$ cat src/rtl/freq_gate_counter.sv
// rtl/freq_gate_counter.sv - counts edge pulses over a GATE_CYCLES window and publishes the count on a valid/ready port
// Optional FREQ_CNT_SAT_EN: saturating edge counter with per-gate sticky overflow reported on freq_ovf.
module freq_gate_counter #(
  parameter longint unsigned GATE_CYCLES = 50000000,
  parameter int unsigned     CNT_W       = 32
) (
  input  logic             clk,
  input  logic             rst,
  input  logic             edge_pulse,
  input  logic             start,
  input  logic             cont,
  output logic             busy,
  output logic [CNT_W-1:0] freq_count,
  output logic             freq_valid,
  input  logic             freq_ready,
  output logic             freq_lost,
  output logic             freq_ovf
);

  localparam int TW = $clog2(GATE_CYCLES + 1);
  localparam logic [TW-1:0] LAST = TW'(GATE_CYCLES - 1);

  typedef enum logic {IDLE, GATE} state_t;

  state_t           state;
  logic [TW-1:0]    timer;
  logic [CNT_W-1:0] cnt;
  logic [CNT_W-1:0] cnt_next;
  logic             gate_end;

  assign gate_end = (state == GATE) && (timer == LAST);

`ifdef FREQ_CNT_SAT_EN
  logic ovf_acc;
  logic ovf_next;

  always_comb begin
    cnt_next = cnt;
    ovf_next = ovf_acc;
    if (edge_pulse) begin
      if (&cnt) ovf_next = 1'b1;
      else      cnt_next = cnt + CNT_W'(1);
    end
  end

  // Sticky bit lives only for one gate; it is handed to freq_ovf together with the count.
  always_ff @(posedge clk) begin
    if (rst) begin
      ovf_acc  <= 1'b0;
      freq_ovf <= 1'b0;
    end else if (state == IDLE) begin
      ovf_acc <= 1'b0;
    end else if (gate_end) begin
      freq_ovf <= ovf_next;
      ovf_acc  <= 1'b0;
    end else begin
      ovf_acc <= ovf_next;
    end
  end
`else
  assign cnt_next = cnt + CNT_W'(edge_pulse);
  assign freq_ovf = 1'b0;
`endif

  always_ff @(posedge clk) begin
    if (rst) begin
      state      <= IDLE;
      busy       <= 1'b0;
      timer      <= '0;
      cnt        <= '0;
      freq_count <= '0;
      freq_valid <= 1'b0;
      freq_lost  <= 1'b0;
    end else begin
      freq_lost <= 1'b0;
      if (freq_valid && freq_ready) freq_valid <= 1'b0;
      case (state)
        IDLE: begin
          timer <= '0;
          cnt   <= '0;
          if (start || cont) begin
            state <= GATE;
            busy  <= 1'b1;
          end
        end
        GATE: begin
          if (gate_end) begin
            // A load overrides a same-cycle accept, so the new result stays valid.
            freq_count <= cnt_next;
            freq_valid <= 1'b1;
            freq_lost  <= freq_valid && !freq_ready;
            timer      <= '0;
            cnt        <= '0;
            if (!cont) begin
              state <= IDLE;
              busy  <= 1'b0;
            end
          end else begin
            timer <= timer + TW'(1);
            cnt   <= cnt_next;
          end
        end
        default: begin
          state <= IDLE;
          busy  <= 1'b0;
        end
      endcase
    end
  end

endmodule

$ cat config.mk
export PLATFORM = sky130hd
export DESIGN_NAME = freq_gate_counter
export DESIGN_NICKNAME = d
export VERILOG_FILES = /design/src/rtl/freq_gate_counter.sv
export SDC_FILE = /design/constraint.sdc
export NUM_CORES = 1
export LEC_CHECK = 0
export ABC_AREA = 1
export BUFFER_PORTS_ARGS = -buffer_cell sky130_fd_sc_hd__buf_2
export CAP_MARGIN = 20
export CORE_MARGIN = 4
export CORE_UTILIZATION = 50
export DETAILED_ROUTE_END_ITERATION = 6
export GPL_ROUTABILITY_DRIVEN = 0
export HOLD_SLACK_MARGIN = 0.05
export PLACE_DENSITY_LB_ADDON = 0.08
export SYNTH_ARGS = -nofsm -noshare
export SYNTH_HDL_FRONTEND = slang
export SYNTH_SLANG_ARGS = --single-unit
$ cat constraint.sdc
create_clock -name clk -period 1.81 [get_ports clk]
set_clock_uncertainty 0.05 [all_clocks]
set_input_delay 0.362 -clock clk [delete_from_list [all_inputs] [get_ports clk]]
set_output_delay 0.362 -clock clk [all_outputs]
set_load 0.05 [all_outputs]
==> impl_metrics.csv, run 1 <==
group,metric,value,unit
routing,routed_wl,11600,um
sta,slew_viol_final,0,
clock_tree,clkLatencyLatePin,0.36,ns
run,drv_cap,0,
power,power.leakage,1.98,nW
routing,drt-wirelength-per-cell,13.1,um
cells_and_area,area_growth,15.4,%
sta,fin_hold_ws,0.219,ns
global_route,grt_max_degree,33,
global_route,grt_pass1_vias,3994,
worst_hold_path,min_path_cells,3,
sta,setup_viol,0,
logic_synthesis,synth.cell_area,0.00460,mm^2
logic_synthesis,muxShareOfSynthArea,0,%
floorplanning,fp.coreArea,0.00885,mm^2
floorplanning,rows,34,
routing,drtAntennaViolNets,0,
place,placedInstanceArea,0.00498,mm^2
cells_and_area,fill_cells,891,
setup_path,critical_path_class,"reg -> reg",
clock_tree,hold_buffers,0,
logic_synthesis,ys_types,27,
routing,first_iter_violations,419,
sta,final-hold-violation-count,0,
sta,final.setup.tns,0,ns
sta,fmax,590,MHz
setup_path,endpoint_kind,"flip-flop",
sta,fin_ws,0.116,ns
clock_tree,clockRootBuffer,"clkbuf_8",
logic_synthesis,avgSynthCellArea,6.41,um^2
logic_synthesis,ys.flop_type,"dfxtp_1",
cells_and_area,diodes,0,
logic_synthesis,yosys.area_share.adder,0.816,%
setup_path,cp-start-kind,"flip-flop",
floorplanning,initial_core_util,52.0,%
setup_path,reg2reg_depth,9,
floorplanning,dieWidth,104,um
logic_synthesis,syn_nets,727,
global_route,grt_pass1_wl,19000,um
setup_path,rrSetupSlack,0.12,ns
logic_synthesis,synth_warnings,0,
logic_synthesis,synth_edf_count,0,
logic_synthesis,seq_area_frac_synth,40.9,%
global_route,grt_usage,21.1,%
cells_and_area,drive_above_1_share,12.6,%
routing,firstDrtPassIters,5,
logic_synthesis,synth-seq-cells,94,
place,dp_hpwl,8610,um
logic_synthesis,synthCells,718,
routing,drc,0,
logic_synthesis,synthArstFlopShare,0,%
clock_tree,clockBufferDepth,2,
sta,min_period,1.69,ns
floorplanning,dieArea,0.0108,mm^2
clock_tree,tritoncts,"built",
clock_tree,h-tree-depth,3,
clock_tree,numCtsBuffers,9,
floorplanning,die_height,104,um
setup_path,critPathMaxFanout,4,
logic_synthesis,yosys.area_share.simple,37.2,%
global_route,antenna_found_initial,0,
run_status,outcome,"finished clean",
logic_synthesis,synth_compound_area_share,8.92,%
power,ir_drop,0.331,mV
cells_and_area,finalInstanceArea,0.00531,mm^2
worst_hold_path,min_path_type,"in -> reg",
power,p_total,3.76,mW
clock_tree,cts_num_sinks,94,
sta,finalCritPeriodShare,93.6,%
global_route,grt-ovfl-total,0,
power,p_per_area,707,mW/mm^2
routing,vias,4575,
logic_synthesis,synthXorXnorAreaFrac,2.28,%
clock_tree,clkTransAtPathRegs,0.09,ns
cells_and_area,nNetsFinal,783,
setup_path,critical_path_required,2.06,ns
floorplanning,io_pins,42,
routing,viasPerCell,5.16,
place,place_ws,-0.112,ns
place,portBuffers,40,
logic_synthesis,synth_top_family_by_area,"simple AND/OR/NAND/NOR gates",
setup_path,crit_arrival,1.94,ns
[report_power, final]
part | total [mW] | internal (mW) | switching (mW)
Clock | 1.51 | 0.777 | 0.733
Combinational | 0.157 | 0.0562 | 0.100
Sequential | 2.09 | 2.08 | 0.0118
[cell type report]
cell class	count	area (um^2)	share of cell area, %
well taps	108	135	2.54
clock buffers	10	128	2.40
flip-flops and latches	94	1880	35.5
clock inverters	6	86.3	1.63
multi-input cells	515	2310	43.5
inverters	93	349	6.57
repair buffers	61	420	7.91
[what timing repair did]
action / in CTS / in global routing
endpoints found under the setup margin: 0 / 86
resized for setup: 0 / 24
setup buffers: 0 / 4
[through the flow]
step / utilization [%] / std cells
after floorplan: - / 718
after global placement: 56.3 / 866
after detailed placement: 56.3 / 866
after CTS: 58.7 / 882
after global routing: 60.0 / 887
final: 60.0 / 887
[sequential cells by signal, summed over array words and instances, names as in the netlist]
register,count
timer,26
freq_count,32
freq_lost,1
state,1
cnt,32
busy,1
freq_valid,1
[per-layer routing]
layer | wire length, um | vias to the layer above | share of wire [%] | track usage (%)
met1 | 5830 | 2051 | 50 | 33.3
met3 | 826 | 17 | 7.1 | 3.04
met5 | 0 | - | 0 | 0
li1 | - | 2334 | - | -
met2 | 4780 | 173 | 41 | 29.4
met4 | 170 | 0 | 1.5 | 6.36
[final timing paths]
check / from / end
hold / removal: freq_ready / freq_lost
setup reg to reg: cnt[0] / cnt[8]
setup / recovery: cnt[0] / cnt[8]
hold reg to reg: busy / busy
[worst max-delay path: stages, from the launching register on]
cell	delay, ns
dfxtp_1	0.32
ha_1	0.20
ha_2	0.22
inv_1	0.09
nor2_4	0.15
nand2_1	0.13
buf_4	0.16
xor2_1	0.17
inv_1	0.06
nor2_1	0.09
[logic make-up after synthesis]
kind of cell,after synthesis
buf+inv,109
compound gates,82
xor+xnor,12
flops,94
fa+ha+maj,3
simple gates,417
other cells,1
[cell usage in the layout (no fill, tap or decap), drive strengths merged]
cell type	n
a21oi	51
buf	60
bufinv	2
clkbuf	11
clkinv	3
clkinvlp	1
conb	1
dfxtp	94
ha	3
inv	93
nand2	198
nand3	44
nand3b	9
nand4	4
nor2	152
nor2b	2
nor3	5
o21ai	31
or2	3
xnor2	5
xor2	7
[cell usage after synthesis, types with 3 or more instances]
library cell | instances | share of area, %
inv_1 | 92 | 7.5
clkbuf_1 | 3 | 0.24
nor2_2 | 4 | 0.54
nand2_1 | 197 | 16
o21ai_1 | 7 | 0.76
nor3_1 | 5 | 0.54
buf_2 | 6 | 0.65
nor2_1 | 147 | 12
a21oi_1 | 51 | 5.5
nand3b_1 | 9 | 1.5
buf_4 | 5 | 0.82
dfxtp_1 | 94 | 41
xnor2_1 | 5 | 0.95
ha_1 | 3 | 0.82
o21ai_0 | 24 | 2.6
nand4_1 | 4 | 0.54
nand3_1 | 42 | 4.6
xor2_1 | 7 | 1.3
(Power assumes the default switching activity.)
==> run 2: changes to the inputs <==
--- a/config.mk
+++ b/config.mk
@@ -5,7 +5,6 @@
 export SDC_FILE = /design/constraint.sdc
 export NUM_CORES = 1
 export LEC_CHECK = 0
-export ABC_AREA = 1
 export BUFFER_PORTS_ARGS = -buffer_cell sky130_fd_sc_hd__buf_2
 export CAP_MARGIN = 20
 export CORE_MARGIN = 4
==> run 2 against run 1 <==
Net effect:
- the run now ends with negative setup slack left
- register-to-register slack worse by 0.20 ns
- via count shrank 32%
- first-iteration DRC count is 86% lower
- clock power fell by 11%
- critical path type unchanged
- critical endpoint is now cnt[6]
==> impl_metrics.csv, run 2 <==
group,metric,value,unit
run_status,outcome,"complete, but fails checks",
run_status,violations,"negative setup slack",
global_route,grt_max_degree,30,
power,ir_drop,0.451,mV
logic_synthesis,synth_warnings,0,
run,drv_cap,0,
logic_synthesis,synth-seq-cells,94,
routing,vias,3105,
setup_path,cp-start-kind,"flip-flop",
setup_path,critical_path_required,2.00,ns
sta,setup_viol,78,
logic_synthesis,ys_types,37,
sta,min_period,1.89,ns
global_route,antenna_found_initial,0,
logic_synthesis,synth_top_area_cell,"dfxtp_1",
cells_and_area,diodes,0,
power,p_total,3.54,mW
routing,drc,0,
floorplanning,fp.coreArea,0.00729,mm^2
logic_synthesis,synthCells,415,
setup_path,critical_path_class,"reg -> reg",
power,sw_frac_of_total,24.4,%
sta,finalCritPeriodShare,104,%
cells_and_area,drive_above_1_share,33.0,%
power,p_comb_share,3.4,%
logic_synthesis,synth_common_cells,"100 x nor2_1, 94 x dfxtp_1, 35 x xor2_1, 30 x a211oi_1, 23 x nand3_1",
logic_synthesis,synth_area_leaders,"dfxtp_1 50%, nor2_1 9.9%, xor2_1 8.1%, a211oi_1 5.9%, xnor2_1 4.4%",
place,dp_hpwl,5280,um
power,p_per_area,709,mW/mm^2
routing,drt-wirelength-per-cell,14.0,um
logic_synthesis,synth_edf_count,0,
routing,routed_wl,8490,um
routing,firstDrtPassIters,4,
logic_synthesis,syn_nets,424,
place,placed_cells,581,
floorplanning,io_pins,42,
floorplanning,dieWidth,95.1,um
global_route,grt_pass1_vias,2841,
setup_path,crit_family,"simple AND/OR/NAND/NOR gates",
logic_synthesis,synth_top_area_share,49.7,%
clock_tree,cts_num_sinks,94,
sta,fin_ws,-0.0799,ns
routing,first_iter_violations,60,
clock_tree,clockRootBuffer,"clkbuf_8",
floorplanning,rows,31,
logic_synthesis,ys.flop_type,"dfxtp_1",
power,power.leakage,1.89,nW
setup_path,critPathMaxFanout,19,
clock_tree,clockBufferDepth,2,
clock_tree,tritoncts,"built",
worst_hold_path,min_path_type,"in -> reg",
cells_and_area,mostFrequentLayoutCells,"91 x dfxtp_1, 80 x nor2_1, 43 x buf_4, 40 x buf_2, 35 x xor2_1",
cells_and_area,layout_commonest_cell,"dfxtp_1",
global_route,grt-ovfl-total,0,
cells_and_area,nNetsFinal,510,
power,clockPowerShare,37.9,%
setup_path,cp_num_buf_inv,1,
floorplanning,dieArea,0.00904,mm^2
logic_synthesis,seq_area_frac_synth,49.7,%
clock_tree,numCtsBuffers,9,
global_route,grt_usage,18.4,%
logic_synthesis,avgSynthCellArea,9.13,um^2
cells_and_area,fin_cells,605,
logic_synthesis,synth_most_common_cell,"nor2_1",
logic_synthesis,synth.cell_area,0.00379,mm^2
floorplanning,initial_core_util,52.0,%
setup_path,crit_arrival,2.08,ns
sta,rsz0062_at_grt,"true",
clock_tree,clkLatencyLatePin,0.35,ns
setup_path,endpoint_kind,"flip-flop",
cells_and_area,reg_top3,"cnt (32), freq_count (32), timer (26)",
routing,drtAntennaViolNets,0,
power,p_switching,0.864,mW
place,portBuffers,40,
sta,fmax,529,MHz
cells_and_area,area_growth,31.9,%
power,intPower,2.68,mW
clock_tree,clkTransAtPathRegs,0.09,ns
sta,fin_hold_ws,0.249,ns
routing,viasPerCell,5.13,
floorplanning,die_height,95.1,um
power,seqPwrFrac,58.7,%
logic_synthesis,synthArstFlopShare,0,%
setup_path,crit_top_cell,"or3_4",
setup_path,crit_slowest_cell,"or3_4",
global_route,grt_pass1_wl,13000,um
sta,final-hold-violation-count,0,
clock_tree,h-tree-depth,3,
place,place_ws,-0.204,ns
setup_path,max_stage_delay,0.38,ns
sta,slew_viol_final,0,
setup_path,crit_chain,"ha_4 -> nand3_2 -> or3_4 -> or3_4 -> nand3b_4 -> buf_12 -> nor2_1",
==> run 2: layer usage <==
layer | global-route usage (%) | part of all wire [%] | vias up
li1 | - | - | 1570
met1 | 24.7 | 49 | 1470
met2 | 28.5 | 46 | 53
met3 | 3.71 | 3.5 | 12
met4 | 8.05 | 1.5 | 0
met5 | 0 | 0 | -
==> run 2: cell families (layout without fill, tap and decap cells) <==
group,count (synthesis),after routing,synth area share [%]
AND/OR/NAND/NOR,195,195,25.3
flip-flops,94,94,49.7
XOR/XNOR,54,54,12.5
AO/OA/AOI/OAI,35,35,6.67
buffers and inverters,31,122,4.29
adder cells (fa/ha/maj),3,3,0.991
multiplexers,2,2,0.528
other,1,1,0.0989
==> run 2: stage by stage <==
step                instance area (um^2)  TNS, ns  utilization [%]
global route                        5000   -10.95             68.5
finish                              5000    -3.90             68.5
CTS                                 4720    -8.69             64.7
floorplan                           3830    -7.46                -
global placement                    4440    -6.38             60.8
detailed placement                  4440   -11.35             60.8
==> run 2: cell type report <==
| cell class | instances | area, um^2 |
|---|---|---|
| Fill cell | 623 | 2290 |
| Multi-Input combinational cell | 290 | 1980 |
| Sequential cell | 94 | 1890 |
| Timing Repair Buffer | 98 | 787 |
| Clock buffer | 10 | 138 |
| Tap cell | 99 | 124 |
| Clock inverter | 6 | 51.3 |
| Inverter | 8 | 30.0 |
==> run 2: repair_timing <==
item,4_1_cts,5_1_grt
cloned,1,2
buffers inserted,2,3
hold buffers,0,0
endpoints found under the setup margin,93,94
pin swaps,18,15
gates resized for setup,16,45
==> run 2: path summary, 6_finish.rpt <==
check	from	end	slack (ns)	cells after the start
worst max-delay path	timer[0]	cnt[6]	-0.08	7
worst min-delay path	freq_ready	freq_lost	0.25	3
worst max register to register	timer[0]	cnt[6]	-0.08	7
worst min register to register	busy	busy	0.43	2
==> run 2: tightest hold or removal path, stage by stage <==
cell	delay, ns
buf_2	0.07
nand2b_1	0.13
nor3b_2	0.05
==> run 2: power groups by stage <==
stage | Clock [mW] | Combinational, mW | Sequential, mW
after floorplan | 0 | 0.0590 | 2.13
after global placement | 0 | 0.101 | 2.13
after detailed placement | 0 | 0.102 | 2.13
after CTS | 1.37 | 0.108 | 2.08
after global routing | 1.46 | 0.130 | 2.08
final | 1.34 | 0.120 | 2.08
